$ cat config.mk
export PLATFORM = sky130hd
export DESIGN_NAME = fifo_flex_flat
export DESIGN_NICKNAME = d
export VERILOG_FILES = /design/src/rtl/fifo_flex_if.sv /design/src/rtl/fifo_flex.sv /design/src/flat_wrapper.sv
export SDC_FILE = /design/constraint.sdc
export NUM_CORES = 1
export LEC_CHECK = 0
export ABC_AREA = 1
export CORE_MARGIN = 2
export CORE_UTILIZATION = 62
export CTS_CLUSTER_SIZE = 12
export DETAILED_ROUTE_END_ITERATION = 8
export GPL_TIMING_DRIVEN = 0
export PLACE_DENSITY_LB_ADDON = 0.12
export SLEW_MARGIN = 20
export SYNTH_ARGS = -nofsm -noshare
export SYNTH_HDL_FRONTEND = slang
export SYNTH_SLANG_ARGS = --single-unit
$ cat constraint.sdc
create_clock -name clk -period 3.45 [get_ports clk]
set_clock_uncertainty 0.1 [all_clocks]
set_input_delay 0.345 -clock clk [delete_from_list [all_inputs] [get_ports clk]]
set_output_delay 0.345 -clock clk [all_outputs]
set_load 0.01 [all_outputs]
$ cat src/rtl/fifo_flex_if.sv
// Handshake bundle for fifo_flex: producer/consumer controls on the master side,
// data and status returned from the FIFO on the slave side.
interface fifo_flex_if #(
    parameter int DATA_WIDTH = 16,
    parameter int DEPTH      = 30
);
    localparam int CW = $clog2(DEPTH + 1);

    logic [DATA_WIDTH-1:0] data_in;
    logic                  wr_en;
    logic                  rd_en;
    logic                  flush;
    logic                  err_clr;
    logic [DATA_WIDTH-1:0] data_out;
    logic                  out_valid;
    logic                  full;
    logic                  almost_full;
    logic                  almost_empty;
    logic [CW-1:0]         fifo_count;
    logic                  overflow;
    logic                  underflow;

    modport master (
        output data_in, wr_en, rd_en, flush, err_clr,
        input  data_out, out_valid, full, almost_full, almost_empty,
               fifo_count, overflow, underflow
    );

    modport slave (
        input  data_in, wr_en, rd_en, flush, err_clr,
        output data_out, out_valid, full, almost_full, almost_empty,
               fifo_count, overflow, underflow
    );
endinterface

$ cat src/rtl/fifo_flex.sv
// First-word-fall-through FIFO of any depth >= 2 with explicit pointer wrap,
// level thresholds, synchronous flush and sticky overflow/underflow flags.
module fifo_flex #(
    parameter int DATA_WIDTH = 16,
    parameter int DEPTH      = 30,
    parameter int AF_LEVEL   = DEPTH - 2,
    parameter int AE_LEVEL   = 2
) (
    input  logic        clk,
    input  logic        reset,
    fifo_flex_if.slave  bus
);
    localparam int PW = $clog2(DEPTH);
    localparam int CW = $clog2(DEPTH + 1);

    localparam logic [PW-1:0] PTR_LAST = PW'(DEPTH - 1);
    localparam logic [CW-1:0] DEPTH_C  = CW'(DEPTH);
    localparam logic [CW-1:0] AF_C     = CW'(AF_LEVEL);
    localparam logic [CW-1:0] AE_C     = CW'(AE_LEVEL);

    logic [DATA_WIDTH-1:0] mem_r [DEPTH];
    logic [PW-1:0]         wr_ptr_r;
    logic [PW-1:0]         rd_ptr_r;
    logic [CW-1:0]         count_r;
    logic                  overflow_r;
    logic                  underflow_r;

    logic                  normal_s;
    logic                  valid_s;
    logic                  full_s;
    logic                  wr_acc_s;
    logic                  rd_acc_s;
    logic                  ovf_set_s;
    logic                  unf_set_s;
    logic [CW-1:0]         count_nxt_s;

    // Non-power-of-two depth: wrap on the last slot instead of on overflow.
    function automatic logic [PW-1:0] ptr_inc(input logic [PW-1:0] p);
        logic [PW-1:0] n;
        if (p == PTR_LAST) begin
            n = {PW{1'b0}};
        end else begin
            n = p + PW'(1);
        end
        return n;
    endfunction

    assign normal_s  = reset & ~bus.flush;
    assign valid_s   = (count_r != {CW{1'b0}});
    assign full_s    = (count_r == DEPTH_C);
    assign rd_acc_s  = normal_s & bus.rd_en & valid_s;
    assign wr_acc_s  = normal_s & bus.wr_en & (~full_s | rd_acc_s);
    assign ovf_set_s = normal_s & bus.wr_en & ~wr_acc_s;
    assign unf_set_s = normal_s & bus.rd_en & ~rd_acc_s;

    // Occupancy: simultaneous accept leaves count unchanged.
    always_comb begin
        count_nxt_s = count_r;
        case ({wr_acc_s, rd_acc_s})
            2'b10:   count_nxt_s = count_r + CW'(1);
            2'b01:   count_nxt_s = count_r - CW'(1);
            default: count_nxt_s = count_r;
        endcase
    end

    // Storage array; contents deliberately survive reset and flush.
    always_ff @(posedge clk) begin
        if (wr_acc_s) begin
            mem_r[wr_ptr_r] <= bus.data_in;
        end
    end

    // Pointers, count and sticky error flags; flush keeps the flags.
    always_ff @(posedge clk) begin
        if (!reset) begin
            wr_ptr_r    <= {PW{1'b0}};
            rd_ptr_r    <= {PW{1'b0}};
            count_r     <= {CW{1'b0}};
            overflow_r  <= 1'b0;
            underflow_r <= 1'b0;
        end else if (bus.flush) begin
            wr_ptr_r    <= {PW{1'b0}};
            rd_ptr_r    <= {PW{1'b0}};
            count_r     <= {CW{1'b0}};
        end else begin
            if (wr_acc_s) begin
                wr_ptr_r <= ptr_inc(wr_ptr_r);
            end
            if (rd_acc_s) begin
                rd_ptr_r <= ptr_inc(rd_ptr_r);
            end
            count_r     <= count_nxt_s;
            overflow_r  <= ovf_set_s | (overflow_r & ~bus.err_clr);
            underflow_r <= unf_set_s | (underflow_r & ~bus.err_clr);
        end
    end

    assign bus.data_out     = mem_r[rd_ptr_r];
    assign bus.out_valid    = valid_s;
    assign bus.full         = full_s;
    assign bus.almost_full  = (count_r >= AF_C);
    assign bus.almost_empty = (count_r <= AE_C);
    assign bus.fifo_count   = count_r;
    assign bus.overflow     = overflow_r;
    assign bus.underflow    = underflow_r;
endmodule

$ cat src/flat_wrapper.sv
// flat-port wrapper written by rule: the top's interface ports become plain ports
module fifo_flex_flat 
#(
    parameter int DATA_WIDTH = 16,
    parameter int DEPTH      = 30,
    parameter int AF_LEVEL   = DEPTH - 2,
    parameter int AE_LEVEL   = 2
)
  (clk, reset, bus_data_in, bus_wr_en, bus_rd_en, bus_flush, bus_err_clr, bus_data_out, bus_out_valid, bus_full, bus_almost_full, bus_almost_empty, bus_fifo_count, bus_overflow, bus_underflow);
  fifo_flex_if #(.DATA_WIDTH(DATA_WIDTH), .DEPTH(DEPTH)) bus_i ();
  input  logic clk;
  input  logic reset;
  input wire logic [$bits(bus_i.data_in)-1:0] bus_data_in;
  input wire logic [$bits(bus_i.wr_en)-1:0] bus_wr_en;
  input wire logic [$bits(bus_i.rd_en)-1:0] bus_rd_en;
  input wire logic [$bits(bus_i.flush)-1:0] bus_flush;
  input wire logic [$bits(bus_i.err_clr)-1:0] bus_err_clr;
  output wire logic [$bits(bus_i.data_out)-1:0] bus_data_out;
  output wire logic [$bits(bus_i.out_valid)-1:0] bus_out_valid;
  output wire logic [$bits(bus_i.full)-1:0] bus_full;
  output wire logic [$bits(bus_i.almost_full)-1:0] bus_almost_full;
  output wire logic [$bits(bus_i.almost_empty)-1:0] bus_almost_empty;
  output wire logic [$bits(bus_i.fifo_count)-1:0] bus_fifo_count;
  output wire logic [$bits(bus_i.overflow)-1:0] bus_overflow;
  output wire logic [$bits(bus_i.underflow)-1:0] bus_underflow;
  assign bus_i.data_in = bus_data_in;
  assign bus_i.wr_en = bus_wr_en;
  assign bus_i.rd_en = bus_rd_en;
  assign bus_i.flush = bus_flush;
  assign bus_i.err_clr = bus_err_clr;
  assign bus_data_out = bus_i.data_out;
  assign bus_out_valid = bus_i.out_valid;
  assign bus_full = bus_i.full;
  assign bus_almost_full = bus_i.almost_full;
  assign bus_almost_empty = bus_i.almost_empty;
  assign bus_fifo_count = bus_i.fifo_count;
  assign bus_overflow = bus_i.overflow;
  assign bus_underflow = bus_i.underflow;
  fifo_flex #(.DATA_WIDTH(DATA_WIDTH), .DEPTH(DEPTH), .AF_LEVEL(AF_LEVEL), .AE_LEVEL(AE_LEVEL)) u_core (.clk(clk), .reset(reset), .bus(bus_i));
endmodule
==> results of run 1 <==
-- power by group through the flow --
stage | registers [mW] | logic [mW] | clock network [mW]
CTS | 6.69 | 0.278 | 4.81
detailed placement | 6.82 | 0.277 | 0
global route | 6.68 | 0.298 | 5.06
floorplan | 6.81 | 0.0911 | 0
global placement | 6.82 | 0.270 | 0
finish | 6.69 | 0.281 | 4.83
-- critical path: stages, from the launching register on --
cell and delay [ps]:
dfxtp_1 360, buf_2 280, buf_1 520, nand3_1 280
o21ai_1 140, nand2_1 120, nand2_1 130, clkdlybuf4s50_1 540
-- area by class of cell --
| type | count | area share (%) |
|---|---|---|
| buffer | 103 | 2.53 |
| clock inverter | 5 | 0.106 |
| inverter | 42 | 0.669 |
| tap | 442 | 2.35 |
| clock buffer | 72 | 5.79 |
| sequential | 502 | 63.0 |
| timing repair buffer | 79 | 3.28 |
| multi-input combinational | 1176 | 22.2 |
-- placed cells by master (no fill, tap or decap), types with 5 or more instances in the layout --
master | synthesis | final
inv_2 | 6 | 6
buf_6 | 2 | 15
o21ai_0 | 17 | 17
nor2_1 | 73 | 47
o211ai_1 | 10 | 10
clkbuf_1 | 14 | 31
ha_1 | 9 | 9
o21ai_1 | 15 | 15
xor2_1 | 6 | 6
nand2_2 | 4 | 6
edfxtp_1 | 480 | 480
a21oi_1 | 18 | 18
buf_1 | 13 | 10
dfxtp_1 | 22 | 22
buf_2 | 50 | 57
buf_8 | 0 | 13
clkbuf_4 | 0 | 8
inv_1 | 36 | 36
buf_4 | 24 | 30
clkbuf_16 | 0 | 51
clkbuf_2 | 0 | 5
nand3_1 | 333 | 332
nor2_2 | 1 | 24
clkdlybuf4s50_1 | 0 | 33
nand2_1 | 677 | 675
-- worst paths after layout --
check,endpoint,slack [ps]
max reg2reg,u_core.mem_r[2][3]$_DFFE_PP_,750
max,bus_data_out[7],60
min,u_core.mem_r[29][10]$_DFFE_PP_,240
min reg2reg,u_core.bus.underflow$_SDFFE_PN0N_,410
-- flip-flops by register name, summed over array words and instances (netlist names), named ones only --
register,count
u_core.bus.fifo_count,5
u_core.bus.overflow,1
u_core.bus.underflow,1
u_core.mem_r,480
u_core.rd_ptr_r,5
u_core.wr_ptr_r,5
-- cells by family (layout without fill, tap and decap cells) --
logic type	Yosys count	count (layout)	share of synthesized area (%)
AOI/OAI and AO/OA	63	63	1.74
xor gates and xnor gates	6	6	0.254
adders and majority gates	10	10	0.641
buffers and inverters	145	301	3.44
DFF	502	502	71.8
and+or+nand+nor	1097	1097	22.1
-- through the flow --
step           cell area, um^2  cells  hold slack [ps]  TNS, ps
2_1_floorplan            20700   1823              344        0
3_3_place_gp             21700   2313              360  -118170
3_5_place_dp             22100   2344              388        0
4_1_cts                  23500   2421              258        0
5_1_grt                  23600   2421              252     -123
6_report                 23600   2421              241        0
-- timing repair --
action,in CTS,in global routing
hold buffers,0,0
endpoints found under the setup margin,4,16
pin swaps,0,0
resized for setup,2,22
-- metal layers --
layer	vias up	routed length (um)	global-route usage, %
li1	6554	-	-
met1	6956	21000	45.7
met2	998	26300	51.0
met3	135	7150	6.28
met4	0	2130	12.5
met5	-	0	0
==> results.toml, run 1 <==
[clock_tree]
cts_setup_buffers = 0
root_buffer = "clkbuf_16"
cts_buffer_depth = 3
cts_sinks = 502
clk-insertion-delay-late_ps = 550
path_clk_slew_ps = 60
cts_tree = "done"
htree_levels = 2
numCtsBuffers = 49

[drt]
dr.first_iter.drc_count = 2269
firstDrtPassIters = 5
antenna_left = 0
wl_per_cell_um = 23.3
routed_via_density = 6.05
vias = 14600
wl_um = 56500
post-route-drc-count = 0

[synthesis]
netlist_instances = 1823
yosys.area.top_type_share_pct = 69.7
synth_edf_count = 480
netlist-cell-type-count = 29
synthTopCellsByCount = "677 x nand2_1, 480 x edfxtp_1, 333 x nand3_1"
syn_nets = 1855
synth_top_area_cell = "edfxtp_1"
synth_area_leaders = "edfxtp_1 70%, nand2_1 12%, nand3_1 8.1%"
netlist_area_mm2 = 0.0207
ys_seq_area_share_pct = 71.8
yosys_most_used_dff = "edfxtp_1"
synth-seq-cells = 502
yosysWarnings = 0
synthArstFlopShare_pct = 0
synth.most_common_cell = "nand2_1"
avgSynthCellArea_um2 = 11.4

[power]
p_int_mw = 9.45
p_sw_mw = 2.34
power_frac_seq_pct = 56.7
p_leak_nw = 8.74
totalPowerFinal_mw = 11.8
irDropWorstVdd_v = 0.000408
cellPowerDensity_mw_per_mm2 = 501
p_clk_share_pct = 40.9
swShare_pct = 19.8
p_comb_share_pct = 2.4

[global_routing]
first_global_vias = 13900
grt_usage_pct = 32.5
grt_max_degree = 31
globalRouteOverflowTotal = 0
antenna_found_initial = 0
grt_pass1_wl_um = 83900

[floorplanning]
ioPinCount = 49
start_util_pct = 63.3
fp.dieH_um = 187
die_x_um = 187
die_area_mm2 = 0.0349
coreArea_mm2 = 0.0327
rows = 66

[sta]
hold_violations = 0
finalCritPeriodShare_pct = 98.2
finalCriticalPeriod_ps = 3390
max_freq_ghz = 0.295
rsz0062_at_grt = "yes"
tightest_slew_ps = 1090
slew_headroom_pct = 27.1
finalWorstSetupSlack_ps = 61.7
drv_slew = 0
setup_viol = 0

[finish]
area_delta_synth_final_pct = 13.9
utilization_pct = 72.0
final_nets = 1985
fill_cells = 2276
multiInputGateArea_mm2 = 0.00524
seqCellArea_mm2 = 0.0149
drive_gt1_share_pct = 11.6
n_antenna_cell = 0

[hold_path]
holdCritPathClass = "in2reg"
hp-start = "bus_data_in[10]"
min_path_cells = 1

[place]
dp_hpwl_um = 37500
place.gp.congestion = 0.944
place_ws_ps = 305
numPortBuffers = 48

[setup_path]
worstSetupEndpointType = "primary output"
r2r-start = "u_core.bus.fifo_count[1]$_SDFFE_PP0P_"
cp.arrival_ps = 2940
path_max_fanout = 10
worstPathRequired_ps = 3000
ff2ff_path_depth = 7
crit_type = "reg2out"
start_kind = "flip-flop"

[flow_run]
cap_violations = 0

[status]
status = "completed"
Power figures use the tool's default switching activity.
==> run 2: changes to the inputs <==
- RECOVER_POWER: not set -> 100
- SLEW_MARGIN: 20 -> not set
==> run 2 against run 1 <==
The run now ends with max-capacitance violations, max-slew violations, negative setup slack left. Power increased by 0.92%. Combinational power fell by 1%. Core utilization decreased by 0.64 points. Routed wire length about the same. Hold slack better by 48 ps. Register-to-register slack worse by 560 ps. Global-route usage down 0.093 points. Maximum frequency is 1.9% lower. Count of clock-buffer cells in the layout increased by 1. Critical path depth unchanged. Critical endpoint unchanged.
==> results.toml, run 2 (same netlist as run 1, synthesis figures left out) <==
[sta]
whs_ps = 289
tightest_slew_ps = 1850
max_freq_ghz = 0.290
setup_viol = 2
finalCritPeriodShare_pct = 100
drv_slew = 155
rsz0062_at_grt = "yes"
finalCriticalPeriod_ps = 3450
finalWorstSetupSlack_ps = -2.45
slew_headroom_pct = -23.0
hold_violations = 0

[status]
status = "complete, but fails checks"
violations = "max-capacitance violations, max-slew violations, negative setup slack"

[setup_path]
start_kind = "flip-flop"
cp_common_cell = "nand2_1"
crit_family = "buffers and inverters"
crit_chain = "buf_2 -> clkbuf_1 -> nand3_1 -> o21ai_2 -> nand2_1 -> nand2_1 -> clkdlybuf4s50_1"
path_buf_inv = 3
worstSetupEndpointType = "primary output"
crit_type = "reg2out"
critPathSlowestCell = "clkbuf_1"
worstPathRequired_ps = 3000
path_max_fanout = 10
cp.arrival_ps = 3010
max_stage_delay_ps = 570

[finish]
final_nets = 1983
largest_reg_flops = 480
fin_area_mm2 = 0.0234
final_common_cell = "nand2_1"
top_register = "u_core.mem_r"
fill_cells = 2251
mostFrequentLayoutCells = "678 x nand2_1, 480 x edfxtp_1, 334 x nand3_1"
area_delta_synth_final_pct = 12.9
utilization_pct = 71.4
drive_gt1_share_pct = 8.23
multiInputGateArea_mm2 = 0.00512
seqCellArea_mm2 = 0.0149
fin_cells = 2424

[hold_path]
holdCritPathClass = "in2reg"

[floorplanning]
ioPinCount = 49
die_x_um = 187
die_area_mm2 = 0.0349
rows = 66
fp.dieH_um = 187
start_util_pct = 63.3
coreArea_mm2 = 0.0327

[clock_tree]
cts_buffer_depth = 3
cts_tree = "done"
ctsHoldBuffers = 0
path_clk_slew_ps = 60
root_buffer = "clkbuf_16"
cts_sinks = 502
clk-insertion-delay-late_ps = 550
htree_levels = 2
numCtsBuffers = 50

[power]
p_leak_nw = 8.72
totalPowerFinal_mw = 11.9
irDropWorstVdd_v = 0.000388
cellPowerDensity_mw_per_mm2 = 510

[drt]
wl_um = 56600
wl_per_cell_um = 23.3
routed_via_density = 5.99
dr.first_iter.drc_count = 2097
vias = 14500
antenna_left = 0
post-route-drc-count = 0
firstDrtPassIters = 7

[flow_run]
cap_violations = 5

[place]
dpl-instance-area_mm2 = 0.0222
place.gp.congestion = 0.944
numPortBuffers = 48
dp_hpwl_um = 37100
dp.cells = 2341

[global_routing]
grt_usage_pct = 32.4
globalRouteOverflowTotal = 0
grt_max_degree = 31
grt_pass1_wl_um = 83900
first_global_vias = 14000
antenna_found_initial = 1
run 2: cell count changes in the layout (fill, tap and decap cells not counted), sizes merged, moves of 3 or more:
cell	previous run	this run
clkinv	4	7
dlymetal6s2s	0	4
dlygate4sd3	0	23
clkbuf	96	130
clkdlybuf4s50	33	21
buf	125	73
run 2: path summary, 6_finish.rpt:
check	start	end	slack (ps)	depth (start not counted)
max	flip-flop	bus_data_out[7]	-2	7
min	reset	u_core.bus.underflow$_SDFFE_PN0N_	290	3
max reg2reg	u_core.bus.fifo_count[1]$_SDFFE_PP0P_	u_core.mem_r[20][12]$_DFFE_PP_	190	7
min reg2reg	u_core.bus.underflow$_SDFFE_PN0N_	u_core.bus.underflow$_SDFFE_PN0N_	400	2
run 2: area by class of cell:
type | count | area share [%]
tap | 442 | 2.37
antenna | 1 | 0.0107
inverter | 42 | 0.675
buffer | 103 | 2.54
sequential | 502 | 63.6
clock inverter | 9 | 0.289
clock buffer | 73 | 5.86
multi-input combinational | 1176 | 21.9
timing repair buffer | 76 | 2.70
run 2: metal layers:
layer	GRT usage, %	vias to the layer above	share of wire, %
li1	-	6549	-
met1	45.0	6876	37
met2	51.2	945	46
met3	6.70	161	13
met4	12.3	0	4.0
met5	0	-	0
run 2: stage by stage:
stage	TNS [ps]	setup slack (ps)
5_1_grt	-4.60	-3.31
4_1_cts	0	4.51
6_report	-2.91	-2.45
2_1_floorplan	0	706
3_5_place_dp	0	237
3_3_place_gp	-118170	-1080
run 2: power breakdown:
group / switching, mW / internal, mW
clock network: 2.14 / 2.79
registers: 0.00473 / 6.68
logic: 0.210 / 0.0667
total: 2.36 / 9.55
run 2: worst reg2reg max path, cell delays in order (launching register included):
cell	delay, ps
dfxtp_1	490
nor2_1	110
nand3_1	100
nand2_1	210
a21boi_4	280
nand2_1	290
nor2_1	370
clkbuf_1	920
run 2: what timing repair did:
action                                  4_1_cts  5_1_grt
endpoints found under the setup margin        2       16
cloned                                        0        0
gates resized for setup                       1       28
buffers inserted                              0        0
